## src/rtl/trng_postproc_pkg.sv

```systemverilog
// Shared state encoding and default health-test thresholds for the TRNG post-processor.
package trng_pkg;

  typedef enum logic [1:0] {
    ST_IDLE   = 2'd0,
    ST_WARMUP = 2'd1,
    ST_RUN    = 2'd2,
    ST_FAIL   = 2'd3
  } state_e;

  localparam int RCT_CUTOFF = 16;
  localparam int APT_WINDOW = 64;
  localparam int APT_CUTOFF = 48;

endpackage

```

## src/rtl/trng_postproc_if.sv

```systemverilog
// Entropy-in / byte-out handshake bundle between the TRNG register block and the post-processor.
interface trng_postproc_if;
  logic       en;
  logic       raw_bit;
  logic       raw_valid;
  logic       rd_pop;
  logic       fail_clr;
  logic [7:0] data_out;
  logic       data_valid;
  logic       health_fail;

  modport master (
    output en, raw_bit, raw_valid, rd_pop, fail_clr,
    input  data_out, data_valid, health_fail
  );

  modport slave (
    input  en, raw_bit, raw_valid, rd_pop, fail_clr,
    output data_out, data_valid, health_fail
  );
endinterface

```

## src/rtl/trng_postproc_health.sv

```systemverilog
// Continuous repetition-count and adaptive-proportion tests on the raw bit stream.
// fail is combinational on the failing sample so the owner can register it on that edge.
module trng_health
  import trng_pkg::*;
#(
  parameter int RCT_CUTOFF = trng_pkg::RCT_CUTOFF,
  parameter int APT_WINDOW = trng_pkg::APT_WINDOW,
  parameter int APT_CUTOFF = trng_pkg::APT_CUTOFF
) (
  input  logic clk,
  input  logic rst,
  input  logic clear,
  input  logic sample,
  input  logic valid,
  output logic fail
);

  localparam int RCT_W = $clog2(RCT_CUTOFF + 1);
  localparam int IDX_W = $clog2(APT_WINDOW);
  localparam int APT_W = $clog2(APT_CUTOFF + 1);

  logic [RCT_W-1:0] rct_cnt_q, rct_cnt_d;
  logic             prev_q, prev_d;
  logic             seen_q, seen_d;
  logic [IDX_W-1:0] idx_q, idx_d;
  logic             ref_q, ref_d;
  logic [APT_W-1:0] match_q, match_d;

  always_comb begin
    rct_cnt_d = rct_cnt_q;
    prev_d    = prev_q;
    seen_d    = seen_q;
    idx_d     = idx_q;
    ref_d     = ref_q;
    match_d   = match_q;
    fail      = 1'b0;
    if (clear) begin
      rct_cnt_d = '0;
      prev_d    = 1'b0;
      seen_d    = 1'b0;
      idx_d     = '0;
      ref_d     = 1'b0;
      match_d   = '0;
    end else if (valid) begin
      seen_d = 1'b1;
      prev_d = sample;
      // seen_q gates the compare so the first sample after a clear starts a fresh run
      if (seen_q && (sample == prev_q)) rct_cnt_d = rct_cnt_q + 1'b1;
      else                              rct_cnt_d = RCT_W'(1);

      if (idx_q == '0) begin
        ref_d   = sample;
        match_d = APT_W'(1);
      end else if (sample == ref_q) begin
        match_d = match_q + 1'b1;
      end
      idx_d = (idx_q == IDX_W'(APT_WINDOW - 1)) ? '0 : idx_q + 1'b1;

      fail = (rct_cnt_d == RCT_W'(RCT_CUTOFF)) || (match_d == APT_W'(APT_CUTOFF));
    end
  end

  always_ff @(posedge clk or posedge rst) begin
    if (rst) begin
      rct_cnt_q <= '0;
      prev_q    <= 1'b0;
      seen_q    <= 1'b0;
      idx_q     <= '0;
      ref_q     <= 1'b0;
      match_q   <= '0;
    end else begin
      rct_cnt_q <= rct_cnt_d;
      prev_q    <= prev_d;
      seen_q    <= seen_d;
      idx_q     <= idx_d;
      ref_q     <= ref_d;
      match_q   <= match_d;
    end
  end

endmodule

```

## src/rtl/trng_postproc.sv

```systemverilog
// Health-gated von Neumann debiaser with LSB-first byte assembly and a one-byte pop register.
// Any health failure parks the block in FAIL with all output suppressed until fail_clr.
module trng_postproc
  import trng_pkg::*;
#(
  parameter int RCT_CUTOFF = trng_pkg::RCT_CUTOFF,
  parameter int APT_WINDOW = trng_pkg::APT_WINDOW,
  parameter int APT_CUTOFF = trng_pkg::APT_CUTOFF
) (
  input logic           clk,
  input logic           rst,
  trng_postproc_if.slave io
);

  localparam int WARM_W = $clog2(APT_WINDOW);

  state_e            state_q, state_d;
  logic [WARM_W-1:0] warm_q, warm_d;
  logic              ph_q, ph_d;
  logic              b0_q, b0_d;
  logic [7:0]        asm_q, asm_d;
  logic [2:0]        cnt_q, cnt_d;
  logic [7:0]        hold_q, hold_d;
  logic              hvld_q, hvld_d;

  logic       h_clear, h_fail, active, pop;
  logic [7:0] asm_nxt;

  assign h_clear = (state_q == ST_IDLE) || (state_q == ST_FAIL);

  trng_health #(
    .RCT_CUTOFF (RCT_CUTOFF),
    .APT_WINDOW (APT_WINDOW),
    .APT_CUTOFF (APT_CUTOFF)
  ) u_health (
    .clk    (clk),
    .rst    (rst),
    .clear  (h_clear),
    .sample (io.raw_bit),
    .valid  (io.raw_valid),
    .fail   (h_fail)
  );

  always_comb begin
    state_d = state_q;
    warm_d  = warm_q;
    unique case (state_q)
      ST_IDLE: begin
        warm_d = '0;
        if (io.en) state_d = ST_WARMUP;
      end
      ST_WARMUP: begin
        if (h_fail)      state_d = ST_FAIL;
        else if (!io.en) state_d = ST_IDLE;
        else if (io.raw_valid) begin
          if (warm_q == WARM_W'(APT_WINDOW - 1)) begin
            state_d = ST_RUN;
            warm_d  = '0;
          end else begin
            warm_d = warm_q + 1'b1;
          end
        end
      end
      ST_RUN: begin
        if (h_fail)      state_d = ST_FAIL;
        else if (!io.en) state_d = ST_IDLE;
      end
      ST_FAIL: begin
        warm_d = '0;
        if (io.fail_clr) state_d = io.en ? ST_WARMUP : ST_IDLE;
      end
      default: state_d = ST_IDLE;
    endcase
  end

  // Datapath only advances while RUN persists across the edge; any exit (fail, disable)
  // or the entry edge itself wipes corrector, assembly and holding state.
  assign active = (state_q == ST_RUN) && (state_d == ST_RUN);
  assign pop    = io.rd_pop && hvld_q;

  always_comb begin
    ph_d    = ph_q;
    b0_d    = b0_q;
    asm_d   = asm_q;
    cnt_d   = cnt_q;
    hold_d  = hold_q;
    hvld_d  = hvld_q;
    asm_nxt = asm_q;
    if (!active) begin
      ph_d   = 1'b0;
      b0_d   = 1'b0;
      asm_d  = '0;
      cnt_d  = '0;
      hold_d = '0;
      hvld_d = 1'b0;
    end else begin
      if (pop) begin
        hold_d = '0;
        hvld_d = 1'b0;
      end
      if (io.raw_valid) begin
        if (!ph_q) begin
          ph_d = 1'b1;
          b0_d = io.raw_bit;
        end else begin
          ph_d = 1'b0;
          // 10 -> 1, 01 -> 0: the emitted bit is the first bit of an unequal pair
          if (b0_q != io.raw_bit) begin
            asm_nxt[cnt_q] = b0_q;
            if (cnt_q == 3'd7) begin
              cnt_d = '0;
              asm_d = '0;
              if (!hvld_q || pop) begin
                hold_d = asm_nxt;
                hvld_d = 1'b1;
              end
            end else begin
              asm_d = asm_nxt;
              cnt_d = cnt_q + 1'b1;
            end
          end
        end
      end
    end
  end

  always_ff @(posedge clk or posedge rst) begin
    if (rst) begin
      state_q <= ST_IDLE;
      warm_q  <= '0;
      ph_q    <= 1'b0;
      b0_q    <= 1'b0;
      asm_q   <= '0;
      cnt_q   <= '0;
      hold_q  <= '0;
      hvld_q  <= 1'b0;
    end else begin
      state_q <= state_d;
      warm_q  <= warm_d;
      ph_q    <= ph_d;
      b0_q    <= b0_d;
      asm_q   <= asm_d;
      cnt_q   <= cnt_d;
      hold_q  <= hold_d;
      hvld_q  <= hvld_d;
    end
  end

  assign io.data_out    = hold_q;
  assign io.data_valid  = hvld_q;
  assign io.health_fail = (state_q == ST_FAIL);

endmodule
```

## src/flat_wrapper.sv

```systemverilog
// flat-port wrapper written by rule: the top's interface ports become plain ports
module trng_postproc_flat import trng_pkg::*;
#(
  parameter int RCT_CUTOFF = trng_pkg::RCT_CUTOFF,
  parameter int APT_WINDOW = trng_pkg::APT_WINDOW,
  parameter int APT_CUTOFF = trng_pkg::APT_CUTOFF
)
  (clk, rst, io_en, io_raw_bit, io_raw_valid, io_rd_pop, io_fail_clr, io_data_out, io_data_valid, io_health_fail);
  trng_postproc_if io_i ();
  input logic clk;
  input logic rst;
  input wire logic [$bits(io_i.en)-1:0] io_en;
  input wire logic [$bits(io_i.raw_bit)-1:0] io_raw_bit;
  input wire logic [$bits(io_i.raw_valid)-1:0] io_raw_valid;
  input wire logic [$bits(io_i.rd_pop)-1:0] io_rd_pop;
  input wire logic [$bits(io_i.fail_clr)-1:0] io_fail_clr;
  output wire logic [$bits(io_i.data_out)-1:0] io_data_out;
  output wire logic [$bits(io_i.data_valid)-1:0] io_data_valid;
  output wire logic [$bits(io_i.health_fail)-1:0] io_health_fail;
  assign io_i.en = io_en;
  assign io_i.raw_bit = io_raw_bit;
  assign io_i.raw_valid = io_raw_valid;
  assign io_i.rd_pop = io_rd_pop;
  assign io_i.fail_clr = io_fail_clr;
  assign io_data_out = io_i.data_out;
  assign io_data_valid = io_i.data_valid;
  assign io_health_fail = io_i.health_fail;
  trng_postproc #(.RCT_CUTOFF(RCT_CUTOFF), .APT_WINDOW(APT_WINDOW), .APT_CUTOFF(APT_CUTOFF)) u_core (.clk(clk), .rst(rst), .io(io_i));
endmodule
```

## config.mk

```make
export PLATFORM = sky130hd
export DESIGN_NAME = trng_postproc_flat
export DESIGN_NICKNAME = d
export VERILOG_FILES = /design/src/rtl/trng_postproc_pkg.sv /design/src/rtl/trng_postproc_if.sv /design/src/rtl/trng_postproc_health.sv /design/src/rtl/trng_postproc.sv /design/src/flat_wrapper.sv
export SDC_FILE = /design/constraint.sdc
export NUM_CORES = 1
export LEC_CHECK = 0
export ABC_AREA = 1
export BUFFER_PORTS_ARGS = -buffer_cell sky130_fd_sc_hd__clkbuf_2
export CAP_MARGIN = 20
export CORE_MARGIN = 4
export CORE_UTILIZATION = 50
export DETAILED_ROUTE_END_ITERATION = 16
export PLACE_DENSITY_LB_ADDON = 0.05
export SLEW_MARGIN = 10
export SYNTH_ARGS = -nofsm -noshare
export SYNTH_HDL_FRONTEND = slang
export SYNTH_HIERARCHICAL = 1
export SYNTH_SLANG_ARGS = --single-unit
```

## constraint.sdc

```tcl
create_clock -name clk -period 2.7 [get_ports clk]
set_input_delay 0.54 -clock clk [delete_from_list [all_inputs] [get_ports clk]]
set_output_delay 0.54 -clock clk [all_outputs]
set_load 0.1 [all_outputs]
```

# Word level (Yosys, flattened, before mapping)
# Index checks and enable logic that the tools add are counted.
# totals
output_inout_bits	10
in_bits	7
mem_bits_rw	0
latchBits	0
ff_bits	50
memories	0
romBits	0
# classes
div	0
magnitude_cmp	2
n_bitwise	0
n_mux	71
n_addsub	5
multipliers	0
reduce_logical	18
shift	0
eq_ne	19
# op_table
operator	count
8-bit 2-to-1 mux	12
6-bit 2-to-1 mux	13
5-bit 2-to-1 mux	5
1-bit 2-to-1 mux	24
6-bit by 1-bit adder with 6-bit output, second input constant	3
6-bit equality test, second input constant	3
2-bit 2-to-1 mux	8
3-bit 2-to-1 mux	5
2-bit != test, second input constant	6
6-bit case mux with 2 select lines	1
8-bit bitwise mux	1
2-bit case mux with 4 select lines	1
2-bit equality test, second input constant	3
6-bit zero test	1
2-bit nonzero test	3
5-bit by 1-bit adder with 5-bit output, second input constant	1
5-bit equality test, second input constant	1
1-bit logical AND	4
3-bit by 4-bit less-than comparator with 1-bit output, second input constant	1
2-bit AND reduction	2
4-bit AND reduction	1
3-bit by 1-bit adder with 3-bit output, second input constant	1
1-bit demux with 3-bit select	1
3-bit equality test, second input constant	1
other kinds (10)	13

# Logic depth before layout (Yosys ltp)
# Gate-level depths: netlist (run 1).
# logic_depth
word_depth	15
mapped_depth	19
ltp_nobuf	18

# Cells and area by module
# The synthesis (run 1) kept the hierarchy.
# modules_own_cells
mod	n_inst	cells_each	area_each_um2
trng_postproc	1	245	1819.2
trng_health	1	159	1211.2

# Worst setup path after synthesis (run 1)
# Ideal clock, no wire load.
# synth_timing
kind	reg2reg
start	register u_core.state_q[1]
end	register u_core.warm_q[5]
path_stages_with_launch	17
setup_slack_ps	563
arrival_time_ps	2018
n_path_buf	0
synth_period_minus_slack_ps	2137
path_cell_list	dfrtp_1 -> inv_1 -> ha_1 -> inv_1 -> inv_1 -> nand2_1 -> inv_1 -> nand2_1 -> nor2_1 -> nand3_1 -> nand2_1 -> nor2_1 -> nand3_1 -> o21ai_0 -> o21ai_0 -> o21ai_0 -> inv_1
# synth_via
elab_chain_len	5
elab_cells_between_ends	12
classes_between	eq/ne (5); mux (2); reduce/logical (5)
# synth_rtl
item	line	text
start, declared	trng_postproc.sv:17	state_e state_q, state_d;
start signal, assigned	trng_postproc.sv:138	state_q <= state_d;
2-bit equality test or 2-bit zero test (tied branches)	trng_postproc.sv:29	assign h_clear = (state_q == ST_IDLE) || (state_q == ST_FAIL);
1-bit logical OR *	trng_postproc.sv:29	
net u_core.h_clear	trng_postproc.sv:26	logic h_clear, h_fail, active, pop;
1-bit 2-to-1 mux *	trng_postproc_health.sv:37	if (clear) begin
net u_core.h_fail	trng_postproc.sv:26	
2-bit != test (no source line) *	n/a	
4-bit AND reduction (no source line) *	n/a	
end signal, assigned	trng_postproc.sv:139	warm_q <= warm_d;
end, declared	trng_postproc.sv:18	logic [WARM_W-1:0] warm_q, warm_d;
# The timed path passes the listed nets; every way through them passes the cells marked *.
# A chain may end at the register's enable or synchronous reset.

# Worst setup path after layout (run 1)
# layout_timing
start	register u_core.state_q[0]
end	register u_core.warm_q[0]
# The elaborated chain is that of the path after synthesis.

==> results of run 1 <==
## layout by cell type, fill, tap and decap left out, types with 3 or more instances in the layout
cell / n
nand2_1: 90
inv_1: 50
dfrtp_1: 50
nor2_1: 48
nand3_1: 37
o21ai_0: 34
clkbuf_2: 16
a21oi_1: 15
ha_1: 10
nand4_1: 7
nor2_2: 7
clkbuf_8: 6
xor2_1: 5
buf_4: 5
o22ai_1: 5
nor3_1: 4
nand2_2: 4
nor2_4: 3
o21ai_1: 3
xnor2_1: 3
## routing by layer
layer,up-vias,share of wire,global-route usage
met3,4,0.034,0.0327
met1,1212,0.45,0.234
li1,1337,-,-
met5,-,0,0
met4,0,0.010,0.0446
met2,45,0.51,0.343
## area by class of cell
class | instances | area share
clock buffers | 6 | 0.0246
clock inverters | 2 | 0.0179
inverters | 53 | 0.0592
multi-input cells | 292 | 0.463
flip-flops and latches | 50 | 0.372
well taps | 75 | 0.0279
repair buffers | 21 | 0.0350
## cells by family after synthesis
kind of cell | synth area share
adders and majority gates | 0.0454
and+or+nand+nor | 0.314
AOI/OAI and AO/OA | 0.114
xor gates and xnor gates | 0.0285
buffers and inverters | 0.0855
DFF | 0.413
## per-stage QoR
stage          power, mW  hold slack, ns  instances  area [um^2]  worst slack (ns)
2_1_floorplan       1.31           0.460        404         3030             0.563
3_3_place_gp        1.45           0.501        491         3180             0.176
3_5_place_dp        1.45           0.518        491         3180            0.0980
4_1_cts             2.10           0.323        499         3320             0.111
5_1_grt             2.26           0.332        499         3360           0.00139
6_report            2.11           0.316        499         3360             0.300
## worst max path at each step
stage | slack (ns) | start | to | cells after the start
after floorplan | 0.56 | u_core/state_q[1] | u_core/warm_q[5] | 16
after global placement | 0.18 | io_raw_bit | u_core/io.data_out[7] | 15
after detailed placement | 0.1 | u_core/state_q[0] | u_core/io.data_out[2] | 16
after CTS | 0.11 | u_core/state_q[0] | u_core/io.data_out[2] | 16
after global routing | 0.001 | u_core/state_q[0] | u_core/warm_q[5] | 16
final | 0.30 | u_core/state_q[0] | u_core/warm_q[0] | 14
## flip-flops by register name (all words and copies together), names as in the netlist
signal / count
u_core/warm_q: 6
u_core/u_health/ref_q: 1
u_core/u_health/seen_q: 1
u_core/u_health/match_q: 6
u_core/io.data_out: 8
u_core/cnt_q: 3
u_core/u_health/rct_cnt_q: 5
u_core/io.data_valid: 1
u_core/u_health/idx_q: 6
u_core/asm_q: 8
u_core/u_health/prev_q: 1
u_core/state_q: 2
u_core/ph_q: 1
u_core/b0_q: 1
## power by group through the flow
stage	Clock, mW	Sequential (mW)	Combinational (mW)
6_report	0.643	0.886	0.584
5_1_grt	0.691	0.902	0.667
4_1_cts	0.656	0.886	0.553
3_5_place_dp	0	0.902	0.548
3_3_place_gp	0	0.899	0.548
2_1_floorplan	0	0.883	0.427
## worst min-delay path, stage by stage
cell	delay, ns
clkbuf_2	0.09
inv_1	0.05
buf_4	0.36
## timing repair
action	CTS	global route
hold buffers	0	0
gates resized for setup	0	8
setup endpoints to repair	0	28
==> metrics.txt, run 1 <==
Gate Count Post-Synth 404; largest net degree at the start of global routing 31; routability cong. 0.902; Net Count, Synth 422; Rows 28; CP cell instances inv_1 -> ha_4 -> inv_1 -> inv_1 -> nand2_1 -> inv_1 -> nand2_1 -> nor2_1 -> nand3_1 -> nand2_1 -> nor2_1 -> nand3_1 -> or2_2 -> o21ai_0; reg2reg start u_core/state_q[0]; synthesized area per cell around 7.5 um^2; Cell Area, Synth 3030 um^2; maximum clock frequency 417 MHz; dpl hpwl approximately 4700 um; reg2reg end u_core/warm_q[0]; Worst Hold Class primary input to asynchronous set/reset pin; run status finished clean; via density per instance 5.21; GRT Total Usage 0.189; Crit-path slowest cell dfrtp_1; Synth Register Bits 50; power share of the clock group 0.304; R2R cell count 14; Layout Nets 441; crit-path max cell delay 0.40 ns; cell family with most CP delay simple AND/OR/NAND/NOR gates; die width 85.9 um; Slew @ Worst Pin just under 0.8 ns; drt wl/cell 12.7 um; slew margin rel. 0.478; effective utilization at floorplan 0.515; max-cap violations 0; Pins Over Slew Limit 0; Yosys top cell by area dfrtp_1; FF/Latch Area ~1300 um^2; skew final 0.00761 ns; buffer and inverter count on the worst path 4; CTS buffer count 5; grt ovf 0; Die ar. roughly 7400 um^2; min Tclk post-route 2.40 ns; sequential share of power 0.419; clk root buf clkbuf_8; first-pass GRT wire length 11300 um; pwr dens 629 nW/um^2; synth-to-layout area growth 10.9%; antenna diode count 0; asr flop ratio synth 1.00; Antenna Nets Post-Route 0; Worst EP required just under 3 ns; clock sinks 50; synth cell count leaders nand2_1 (90), inv_1 (51), dfrtp_1 (50); # fillers 546; setup violators final 0; period utilisation layout 0.889; Switching Power 0.704 mW; Post-CTS Setup Bufs 0; setup TNS 0 ns; DRT iter0 DRCs 85; Clock Latency Late Sink roughly 0.30 ns; Setup crit start kind flip-flop; I/O pin cnt 17; Leakage 1.53 nW; DR vias 2598; worst reg-to-reg setup slack 0.30 ns; RSZ-0062 raised after global routing false; most common cell in the netlist nand2_1; Worst EP arrival 2.61 ns; Crit path top cell by count inv_1; post-synth top area share 0.413; part of the Yosys area used for sequential elements 0.413; # port buffers 16; multi-input logic area ~1600 um^2; TritonCTS clock tree built; utilization after layout 0.571; number of global-route vias before repair 2506; Total Wirelength 6360 um; synth top area cells dfrtp_1 (41%), nand2_1 (11%), inv_1 (6.3%); Detailed Routing Iterations Pass 1 4; clock tree buffer depth 2; Hold Violations, Final 0; unique cell type count in the Yosys netlist 33; worst ir drop on vdd between 0.0003 and 0.0004 V; P_int 1.41 mW; critical path endpoint category flip-flop; EDFF count, synth 0; combinational cell fraction of total power 0.276; CTS H-Tree Depth 2; initial antenna violation count 0; Synth Flop Type dfrtp_1; switch share 0.333; layout cell share with drive strength beyond 1 0.139; critical path type flip-flop to flip-flop; die height around 86 um; clock transition at the registers of the reported paths 0.09 ns; CP Max Fanout 5; # DRC 0; Placeable Area between 5000 and 6000 um^2; Synthesis Warnings 6
Note: power is estimated with default switching activity, not from simulation.
==> run 2: changes to the inputs <==
Settings changed: BUFFER_PORTS_ARGS -buffer_cell sky130_fd_sc_hd__clkbuf_2 to -buffer_cell sky130_fd_sc_hd__buf_2.
==> run 2 against run 1 <==
Worst hold slack better by 0.0030 ns. Final cell count down 0.20%. Global-route usage down 0.44 points. Critical path depth up 3.
==> metrics.txt, run 2 (synthesis gave the netlist of run 1 again) <==
commonest non-fill, non-tap cell in the layout nand2_1; Total Wirelength around 6300 um; critical path endpoint category flip-flop; drt wl/cell 12.7 um; initial antenna violation count 0; Worst EP arrival about 2.7 ns; largest net degree at the start of global routing 31; clk root buf clkbuf_8; I/O pin cnt 17; synth-to-layout area growth 9.04%; effective utilization at floorplan 0.515; hold_buf cts 0; GRT Total Usage 0.185; CP Max Fanout 22; Antenna Nets Post-Route 0; min Tclk post-route 2.43 ns; Detailed Routing Iterations Pass 1 4; Post-CTS Setup Bufs 0; setup TNS 0 ns; run status finished clean; Place WS roughly 0.040 ns; layout cell share with drive strength beyond 1 0.135; placed insts 490; dpl hpwl 4630 um; CTS buffer count 5; # fillers 582; fin cells 498; die width ~86 um; CTS H-Tree Depth 2; Die ar. 7370 um^2; crit-path max cell delay 0.41 ns; DRT iter0 DRCs 132; skew final a little over 0.008 ns; clock tree buffer depth 2; Leakage 1.51 nW; fin worst setup slack between 0.2 and 0.3 ns; Worst Hold Class primary input to asynchronous set/reset pin; grt ovf 0; Clock Latency Late Sink ~0.30 ns; post-CTS resize count 0; buffer and inverter count on the worst path 4; Slew @ Worst Pin 0.756 ns; slew margin rel. 0.495; CP cell instances inv_1 -> ha_4 -> inv_1 -> inv_1 -> nand2_1 -> inv_1 -> nand2_1 -> nor2_1 -> nand3_1 -> nand2_1 -> nand3_1 -> nand2_1 -> nor2_1 -> nand2_2 -> nor2_4 -> nand2_8 -> nor2_1; first-pass GRT wire length 11100 um; Rows 28; clock sinks 50; Worst EP required 2.92 ns; Placeable Area 5890 um^2; period utilisation layout 0.901; maximum clock frequency 411 MHz; Crit-path slowest cell dfrtp_1; Tot Pwr a little under 2 mW; DR vias 2559; Hold Violations, Final 0; max-cap violations 0; routability cong. 0.874; setup violators final 0; die height 85.9 um; critical path type flip-flop to flip-flop; RSZ-0062 raised after global routing false; # DRC 0; Setup crit start kind flip-flop; number of global-route vias before repair 2501; antenna diode count 0; via density per instance 5.14; Min Hold Slack 0.319 ns; worst ir drop on vdd around 0.00033 V; Layout Nets 440; pwr dens 583 nW/um^2; Pins Over Slew Limit 0; cell family with most CP delay simple AND/OR/NAND/NOR gates; highest-count cells in the layout ignoring fill and taps nand2_1 (90), inv_1 (51), dfrtp_1 (50); # port buffers 16; TritonCTS clock tree built; clock transition at the registers of the reported paths 0.09 ns
[run 2: where the power goes]
group | switching, mW | internal, mW
clock network | 0.250 | 0.207
logic | 0.387 | 0.198
registers | 0.0691 | 0.816
[run 2: routing by layer]
metal  global-route usage  part of all wire  up-vias
met5                    0                 0        -
met3               0.0279             0.023        8
met1                0.233              0.47     1181
met2                0.319              0.49       32
li1                     -                 -     1338
met4               0.0691             0.018        0
[run 2: worst paths after layout]
check                                       start                     end  slack, ns  depth (start not counted)
hold / removal                                rst       u_core/state_q[0]       0.32                          3
max in group asynchronous                     rst  u_core/u_health/prev_q       1.85                          2
setup reg to reg                u_core/state_q[0]   u_core/io.data_out[5]       0.27                         17
setup / recovery                u_core/state_q[0]   u_core/io.data_out[5]       0.27                         17
hold reg to reg            u_core/u_health/seen_q  u_core/u_health/seen_q       0.52                          2
min in group clk           u_core/u_health/seen_q  u_core/u_health/seen_q       0.52                          2
[run 2: metrics by stage]
step                area, um^2  utilization
floorplan                 3030            -
global placement          3170        0.539
detailed placement        3170        0.539
CTS                       3270        0.555
global route              3300        0.561
finish                    3300        0.561
[run 2: tightest hold or removal path, cell delays in order]
cell   delay [ns]
buf_2        0.11
inv_1        0.04
buf_4        0.35
[run 2: cell type report]
class                   count  area, um^2  share of cell area
multi-input cells         292        1560               0.471
flip-flops and latches     50        1250               0.379
inverters                  53         199              0.0602
repair buffers             20         110              0.0333
well taps                  75        93.8              0.0284
clock buffers               6        82.6              0.0250
clock inverters             2        12.5             0.00379
==> run 3: changes to the inputs <==
Settings changed: ABC_CLOCK_PERIOD_IN_PS from default to 2700, BUFFER_PORTS_ARGS -buffer_cell sky130_fd_sc_hd__buf_2 to -buffer_cell sky130_fd_sc_hd__buf_4, PLACE_DENSITY from default to 0.67, PLACE_DENSITY_LB_ADDON 0.05 to default.
==> run 3 against run 2 <==
Power up 0.56%. Clock-buffer cell count up 1. Critical path depth unchanged. Fmax up 2.7%. Die area unchanged. Clock skew down 0.0032 ns. Largest cell class unchanged. Via count up 0.27%. Combinational power down 3%.
==> metrics.txt, run 3 (synthesis gave the netlist of run 1 again) <==
run status finished clean; CP Max Fanout 22; layout cell share with drive strength beyond 1 0.137; DR vias between 2000 and 3000; reg2reg end u_core/io.data_out[2]; Setup crit start kind flip-flop; Worst EP required 2.93 ns; min Tclk post-route around 2.4 ns; R2R cell count 17; setup TNS 0 ns; multi-input logic area 1520 um^2; dpl hpwl 4560 um; initial antenna violation count 0; worst ir drop on vdd 0.000392 V; clock transition at the registers of the reported paths 0.09 ns; Antenna Nets Post-Route 0; number of global-route vias before repair 2475; setup violators final 0; cell family with most CP delay simple AND/OR/NAND/NOR gates; drt wl/cell ~13 um; Detailed Routing Iterations Pass 1 5; slew margin rel. 0.484; CP cell instances inv_1 -> ha_1 -> inv_1 -> inv_1 -> nand2_2 -> inv_1 -> nand2_1 -> nor2_1 -> nand3_1 -> nand2_1 -> o21ai_1 -> a21oi_1 -> nand2_1 -> nand2_1 -> nand2_2 -> buf_12 -> nor2_1; # DRC 0; highest-count cells in the layout ignoring fill and taps nand2_1 (89), inv_1 (51), dfrtp_1 (49); Worst EP arrival 2.60 ns; RSZ-0062 raised after global routing false; CTS buffer count 5; TritonCTS clock tree built; via density per instance around 5.1; DRT iter0 DRCs roughly 120; grt ovf 0; Slew @ Worst Pin ~0.77 ns; effective utilization at floorplan 0.515; buffer and inverter count on the worst path 5; crit-path max cell delay 0.42 ns; Clock Latency Late Sink 0.30 ns; critical path type flip-flop to flip-flop; CTS H-Tree Depth 2; clock tree buffer depth 2; # port buffers 16; commonest non-fill, non-tap cell in the layout nand2_1; first-pass GRT wire length 11000 um; critical path endpoint category flip-flop; routability cong. between 0.8 and 0.9; die width roughly 86 um; Die ar. 7370 um^2; period utilisation layout 0.877; Placeable Area about 5900 um^2; antenna diode count 0; reg2reg start u_core/state_q[1]; Worst Hold Class primary input to asynchronous set/reset pin; skew final approximately 0.0048 ns; I/O pin cnt 17; utilization after layout 0.568; GRT Total Usage 0.184; FF/Latch Area 1250 um^2; clock sinks 50; synth-to-layout area growth 10.3%; Rows 28; largest net degree at the start of global routing 31; Leakage 1.53 nW; worst reg-to-reg setup slack 0.33 ns; pwr dens between 500 and 600 nW/um^2; Crit-path slowest cell dfrtp_2; Layout Nets 441; clk root buf clkbuf_8; # fillers 541; max-cap violations 0; Hold Violations, Final 0; Total Wirelength approximately 6300 um; die height between 80 and 90 um; maximum clock frequency 422 MHz; Pins Over Slew Limit 0
-- run 3: cell type report --
cell class	count	area share
inverter	53	0.0595
clock inverter	1	0.00262
clock buffer	7	0.0288
tap	75	0.0281
multi-input combinational	292	0.455
timing repair buffer	21	0.0509
sequential	50	0.375
-- run 3: per-stage QoR --
stage	hold WS (ns)	setup slack [ns]	power (mW)	instance area, um^2	std cells
after detailed placement	0.505	0.238	1.45	3230	490
after floorplan	0.460	0.563	1.31	3030	404
after CTS	0.324	0.224	1.94	3330	498
final	0.318	0.332	1.94	3340	499
after global routing	0.337	0.0450	2.10	3340	499
after global placement	0.503	0.295	1.44	3230	490
-- run 3: repair_timing --
| action | 4_1_cts | 5_1_grt |
|---|---|---|
| hold buffers | 0 | 0 |
| buffers inserted | 0 | 1 |
| endpoints found under the setup margin | 0 | 27 |
| gates resized for setup | 0 | 5 |
-- run 3: worst reg2reg max path, stage by stage, from the launching register on --
cell and delay (ns):
dfrtp_2 0.42, inv_1 0.07, ha_1 0.32, inv_1 0.09
inv_1 0.09, nand2_2 0.09, inv_1 0.08, nand2_1 0.05
nor2_1 0.12, nand3_1 0.09, nand2_1 0.14, o21ai_1 0.09
a21oi_1 0.14, nand2_1 0.07, nand2_1 0.09, nand2_2 0.08
buf_12 0.16, nor2_1 0.11
-- run 3: how the worst max path moves through the flow --
stage                                  from                     to  slack (ns)  depth (start not counted)
after detailed placement  u_core/state_q[1]  u_core/io.data_out[1]        0.24                         17
after global placement           io_raw_bit       u_core/warm_q[3]        0.29                         16
after CTS                 u_core/state_q[1]       u_core/warm_q[3]        0.22                         17
final                     u_core/state_q[1]  u_core/io.data_out[2]        0.33                         17
after floorplan           u_core/state_q[1]       u_core/warm_q[5]        0.56                         16
after global routing      u_core/state_q[0]        u_core/asm_q[2]        0.04                         18
-- run 3: metal layers --
layer,GRT usage,routed length (um),up-vias
li1,-,-,1333
met1,0.230,2840,1191
met2,0.323,3190,31
met3,0.0327,135,11
met4,0.0590,97,0
met5,0,0,-
-- run 3: power by group --
part	internal, mW	switching, mW	leakage (nW)	total [mW]
combinational	0.193	0.376	0.787	0.569
clock	0.235	0.252	0.0544	0.487
sequential	0.816	0.0650	0.688	0.881
total	1.24	0.693	1.53	1.94
